$ cat src/rtl/uart_tx.sv
// UART transmitter with runtime frame configuration.
//
// Parameters:
//   ClksPerBit  clock cycles per serial bit period (2..65535)
// Ports:
//   clk_i       clock, all logic on the rising edge
//   rst_i       synchronous active-high reset
//   cfg_i       frame config {data_cfg[4:3], stop_cfg[2:1], parity_en[0]}
//                 data bits = data_cfg+5, stop bits = stop_cfg+1 (3 saturates at 3),
//                 parity_en adds one even-parity bit after the data
//   tx_data_i   payload, sent LSB first
//   tx_valid_i  payload offered
//   tx_ready_o  payload can be accepted (IDLE and not in reset)
//   tx_busy_o   frame in progress
//   tx_o        registered serial line, idles high
module uart_tx #(
  parameter int unsigned ClksPerBit = 434
) (
  input  logic       clk_i,
  input  logic       rst_i,
  input  logic [4:0] cfg_i,
  input  logic [7:0] tx_data_i,
  input  logic       tx_valid_i,
  output logic       tx_ready_o,
  output logic       tx_busy_o,
  output logic       tx_o
);

  localparam int unsigned CntW = 16;
  localparam logic [CntW-1:0] BaudMax = CntW'(ClksPerBit - 1);

  typedef enum logic [2:0] {
    StIdle,
    StStart,
    StData,
    StParity,
    StStop
  } state_e;

  state_e          state_q, state_d;
  logic [CntW-1:0] baud_q, baud_d;
  logic [2:0]      bit_q, bit_d;
  logic [7:0]      data_q, data_d;
  logic [4:0]      cfg_q, cfg_d;
  logic            tx_q, tx_d;

  logic       accept;
  logic       baud_end;
  logic       parity;
  logic [2:0] data_last_idx;
  logic [2:0] stop_last_idx;
  logic [7:0] data_mask;

  // Frame shape is decoded from the captured config so mid-frame cfg_i changes are harmless.
  assign data_last_idx = {1'b0, cfg_q[4:3]} + 3'd4;
  assign stop_last_idx = (cfg_q[2:1] == 2'd3) ? 3'd2 : {1'b0, cfg_q[2:1]};
  assign data_mask     = 8'hFF >> (3'd7 - data_last_idx);
  assign parity        = ^(data_q & data_mask);

  assign baud_end   = (baud_q == BaudMax);
  assign tx_ready_o = (state_q == StIdle) && !rst_i;
  assign tx_busy_o  = (state_q != StIdle);
  assign accept     = tx_valid_i && tx_ready_o;
  assign tx_o       = tx_q;

  always_comb begin
    state_d = state_q;
    baud_d  = baud_q;
    bit_d   = bit_q;
    data_d  = data_q;
    cfg_d   = cfg_q;
    tx_d    = 1'b1;

    if (state_q != StIdle) begin
      baud_d = baud_end ? '0 : baud_q + CntW'(1);
    end

    unique case (state_q)
      StIdle: begin
        if (accept) begin
          state_d = StStart;
          data_d  = tx_data_i;
          cfg_d   = cfg_i;
          baud_d  = '0;
          bit_d   = '0;
        end
      end
      StStart: begin
        if (baud_end) begin
          state_d = StData;
          bit_d   = '0;
        end
      end
      StData: begin
        if (baud_end) begin
          if (bit_q == data_last_idx) begin
            bit_d   = '0;
            state_d = cfg_q[0] ? StParity : StStop;
          end else begin
            bit_d = bit_q + 3'd1;
          end
        end
      end
      StParity: begin
        if (baud_end) begin
          state_d = StStop;
          bit_d   = '0;
        end
      end
      StStop: begin
        if (baud_end) begin
          if (bit_q == stop_last_idx) begin
            state_d = StIdle;
            bit_d   = '0;
          end else begin
            bit_d = bit_q + 3'd1;
          end
        end
      end
      default: state_d = StIdle;
    endcase

    // Line level is derived from the next state so tx_o moves on the same edge as the FSM.
    unique case (state_d)
      StStart:  tx_d = 1'b0;
      StData:   tx_d = data_d[bit_d];
      StParity: tx_d = parity;
      default:  tx_d = 1'b1;
    endcase
  end

  always_ff @(posedge clk_i) begin
    if (rst_i) begin
      state_q <= StIdle;
      baud_q  <= '0;
      bit_q   <= '0;
      data_q  <= '0;
      cfg_q   <= '0;
      tx_q    <= 1'b1;
    end else begin
      state_q <= state_d;
      baud_q  <= baud_d;
      bit_q   <= bit_d;
      data_q  <= data_d;
      cfg_q   <= cfg_d;
      tx_q    <= tx_d;
    end
  end

endmodule

$ cat config.mk
export PLATFORM = sky130hd
export DESIGN_NAME = uart_tx
export DESIGN_NICKNAME = d
export VERILOG_FILES = /design/src/rtl/uart_tx.sv
export SDC_FILE = /design/constraint.sdc
export NUM_CORES = 1
export LEC_CHECK = 0
export ABC_CLOCK_PERIOD_IN_PS = 4100
export CAP_MARGIN = 20
export CORE_MARGIN = 8
export CORE_UTILIZATION = 39
export DETAILED_ROUTE_END_ITERATION = 8
export SYNTH_ARGS = -nofsm -noshare
export SYNTH_HDL_FRONTEND = slang
export SYNTH_SLANG_ARGS = --single-unit
$ cat constraint.sdc
create_clock -name clk_i -period 4.1 [get_ports clk_i]
set_clock_uncertainty 0.1 [all_clocks]
set_input_delay 1.23 -clock clk_i [delete_from_list [all_inputs] [get_ports clk_i]]
set_output_delay 1.23 -clock clk_i [all_outputs]
set_load 0.02 [all_outputs]
Word-level counts from Yosys, hierarchy flattened. Index checks and enable logic that the tools add are counted.

Add/subtract/negate cells: 4. Order comparisons: 1. Equal/unequal tests: 11. Shift-type cells: 1. Multiplexer cells: 26. Bitwise logic cells: 1. Reduce and logical (&&, ||, !) cells: 8.

Operators by type and width (count): 16-bit two-way mux (4); 3-bit two-way mux (14); 16-bit by 1-bit adder with 16-bit output, second input constant (1); 16-bit by 9-bit equality test with 1-bit output, second input constant (1); 8-bit two-way mux (2); 3-bit case mux with 5 select lines (1); 3-bit by 2-bit equality test with 1-bit output, second input constant (4); 3-bit case mux with 4 select lines (1); 8-bit bitwise AND (1); 8-bit XOR reduction (1); 8-bit by 3-bit >> shifter with 8-bit output, first input constant (1); 3-bit by 1-bit equality test with 1-bit output, second input constant (2); 3-bit by 4-bit < comparator with 1-bit output, second input constant (1); 2-bit by 3-bit adder with 3-bit output, second input constant (1); 3-bit by 1-bit adder with 3-bit output, second input constant (1); 1-bit binary-select mux with 3-bit select (1); 3-bit by 2-bit equality test with 1-bit output (1); 3-bit equality test (1); 3-bit equality test, second input constant (1); 3-bit zero test (1); 1-bit case mux with 3 select lines (1); 3-bit nonzero test (1); 3-bit subtractor, first input constant (1); 2-bit equality test, second input constant (1); other kinds (6) (7).

Flip-flop bits (word level): 36. Bits of input ports: 16.

Logic depth before layout (Yosys ltp).
Depth after elaboration: 9. Mapped depth: 11.

Worst setup path after synthesis. No wires, ideal clock.

Path type: input -> output. Start point: input rst_i. End point: output tx_ready_o. Arrival: 1.726 ns. Data required time: 2.770 ns. Slack: 1.044 ns. Stages: 2. Buffers on the path: 1. Cells stage by stage: clkbuf_1 > nor2_1.

Longest elaborated chain between the ends: 2.

Ends and longest elaborated chain: start, declared (RTL line 20) `input logic rst_i,`; 1-bit zero test (RTL line 61) `assign tx_ready_o = (state_q == StIdle) && !rst_i;`; 1-bit logical AND (RTL line 61); end, declared (RTL line 24) `output logic tx_ready_o,`.

Every way passes these cells.

Worst setup path after layout. Ends and elaborated chain as after synthesis.

==> impl_metrics.py <==
metrics = {
    "floorplanning": {
        "dieArea_sq_um": 7640,
        "die_w_microns": 87.4,
        "chipHeight_microns": 87.4,
        "coreArea_sq_um": 5010,
        "placementRows": 26,
        "boundaryPins": 19,
        "start_util": 0.397,
    },
    "yosys": {
        "async_reset_ff_frac": 0,
        "syn_area_sq_um": 1990,
        "synth_compound_gate_area_share": 0.139,
        "syn_avg_cell_area_sq_um": 8.39,
        "yosys-mux-area-fraction": 0.0560,
        "synth_fp_nets": 256,
        "synth_xor_area_frac": 0.0925,
        "yosysSeqAreaShare": 0.362,
        "synth_edf_count": 0,
        "synth_top_area_frac": 0.362,
        "yosysWarnings": 0,
        "synthTopCellsByArea": "dfxtp_1 36%, nor2_1 7.2%, nand2_1 5.9%",
        "synth_adder_area_share": 0.0189,
        "syn_inst": 237,
        "synth_top_family_by_area": "simple AND/OR/NAND/NOR gates",
        "synth_simple_gate_area_frac": 0.297,
        "synth_seq_cells": 36,
        "synth_area_leader_cell": "dfxtp_1",
        "synthFlopType": "dfxtp_1",
        "synth_cell_types": 52,
    },
    "sta": {
        "hold_slack_ps": 393,
        "tightestPinTransition_ps": 463,
        "period_needed_ps": 3770,
        "hold_violations": 0,
        "setup_tns_ps": 0,
        "rsz0062_at_grt": "false",
        "finalCritPeriodShare": 0.920,
        "timing.slew.headroom": 0.691,
        "max_freq_ghz": 0.265,
        "drv_slew": 0,
        "setup_viol": 0,
    },
    "critical_path": {
        "worstPathMaxFanout": 2,
        "r2r_setup_slack_ps": 1450,
        "critPathSlowestCell": "clkdlybuf4s50_1",
        "reg2reg_from": "baud_q[0]",
        "cp.arrival_ps": 2440,
        "crit_chain": "clkdlybuf4s50_1, nor2_1, clkdlybuf4s50_1",
        "path_class": "primary input to output port",
        "r2r_cells": 9,
        "critical_path.startpoint_type": "primary input",
        "end_kind": "output port",
        "critical_path_required_ps": 2770,
        "timing.rr.end": "tx_o",
        "cp_common_cell": "clkdlybuf4s50_1",
        "critPathMaxStageDelay_ps": 620,
    },
    "clock_network": {
        "cts.sinks": 36,
        "cts_setup_buffers": 0,
        "cts_tree": "built",
        "clock_path_buffers": 2,
        "cts_buffers": 5,
        "clockRootBuffer": "clkbuf_8",
        "hold_buffers": 0,
        "cts-resized-gates": 0,
        "cts.htree.levels": 2,
        "clk-insertion-delay-late_ps": 290,
        "clkTransAtPathRegs_ps": 80,
    },
    "detailed_routing": {
        "ant_nets": 0,
        "viasPerCell": 4.94,
        "firstDrtPassIters": 4,
        "wire_per_inst_microns": 12.8,
        "drt_iter0_drc": 81,
        "dr_total_vias": 1617,
        "drt_wl_total_microns": 4200,
        "drc": 0,
    },
    "hold_path": {
        "min_path_type": "flop to flop",
        "worstHoldEndpoint": "cfg_q[2]",
        "hold_start": "cfg_q[2]",
        "worstHoldPathCells": 2,
    },
    "power_and_ir_drop": {
        "power_per_cell_area_nw_per_um2": 375,
        "peakVddDrop_uv": 193,
        "p_leak_nw": 0.912,
    },
    "global_routing": {
        "grt_max_degree": 24,
        "gr-total-overflow": 0,
        "antenna_found_initial": 0,
        "grt_pass1_vias": 1512,
        "gr-usage-all-layers": 0.118,
        "grt_pass1_wl_microns": 7150,
    },
    "placed_design": {
        "gp_congestion": 0.815,
        "io_buffers": 18,
        "dp_hpwl_microns": 3070,
    },
    "cells_and_area": {
        "final_cell_mix": "38 x nor2_1, 36 x dfxtp_1, 31 x nand2_1",
        "final_nets": 275,
        "antenna_cells": 0,
        "drive_gt1_frac": 0.101,
        "syn2layout_area_growth_pct": 20.3,
        "final_common_cell": "nor2_1",
    },
    "flow_run": {
        "maxCapViolations": 0,
    },
    "run_status": {
        "status": "finished clean",
    },
}
layout make-up:
type | count | area [sq um]
fill | 517 | 2620
multi-input combinational | 186 | 1200
sequential | 36 | 721
timing repair buffer | 21 | 203
clock inverter | 3 | 90.1
tap | 70 | 87.6
clock buffer | 5 | 68.8
inverter | 6 | 22.5
how the worst max path moves through the flow:
stage | start | endpoint
4_1_cts | rst_i | tx_ready_o
5_1_grt | rst_i | tx_ready_o
3_5_place_dp | rst_i | tx_ready_o
2_1_floorplan | rst_i | tx_ready_o
6_report | rst_i | tx_ready_o
3_3_place_gp | rst_i | tx_ready_o
cell usage after synthesis (3+ instances only):
library cell,number
nand2_1,31
mux2i_1,10
xor2_1,12
nand3_1,6
xnor2_1,9
dfxtp_1,36
nand4_1,3
o21ai_0,10
inv_1,5
ha_1,3
nor2b_1,5
or3_1,5
a21oi_1,10
clkbuf_1,3
buf_2,3
nand3b_1,5
nor2_1,38
metrics by stage:
| stage | setup slack (ps) | instances | power [W] | instance area, sq um | utilization |
|---|---|---|---|---|---|
| after CTS | 296 | 327 | 0.000905 | 2390 | 0.478 |
| final | 328 | 327 | 0.000897 | 2390 | 0.478 |
| after floorplan | 1040 | 237 | 0.000434 | 1990 | - |
| after global placement | 310 | 319 | 0.000468 | 2230 | 0.446 |
| after global routing | 259 | 327 | 0.000932 | 2390 | 0.478 |
| after detailed placement | 313 | 319 | 0.000468 | 2230 | 0.446 |
flip-flops by register name, indices dropped and copies added, names as in the netlist:
| register | cells |
|---|---|
| baud_q | 16 |
| data_q | 8 |
| cfg_q | 5 |
| bit_q | 3 |
| state_q | 3 |
| tx_o | 1 |
worst max-delay path, delay by kind of cell:
family	cells	cell delay [ps]
and+or+nand+nor	1	140
buffers and inverters	2	1070
per-layer routing:
layer	GRT usage	wire (microns)
met1	0.157	2140
met2	0.174	1780
met4	0.0391	70
met5	0	0
met3	0.0358	203
cell families after synthesis:
group | count (synthesis)
muxes | 11
adders and majority gates | 3
and+or+nand+nor | 112
AOI/OAI and AO/OA | 39
buffers and inverters | 15
xor gates and xnor gates | 21
DFF | 36
power breakdown:
group / total, W / internal (W) / switching [W]
clock network: 0.000437 / 0.000304 / 0.000133
registers: 0.000368 / 0.000360 / 0.00000857
logic: 0.0000917 / 0.0000452 / 0.0000464
total: 0.000897 / 0.000709 / 0.000188
Note: power is estimated with default switching activity, not from simulation.
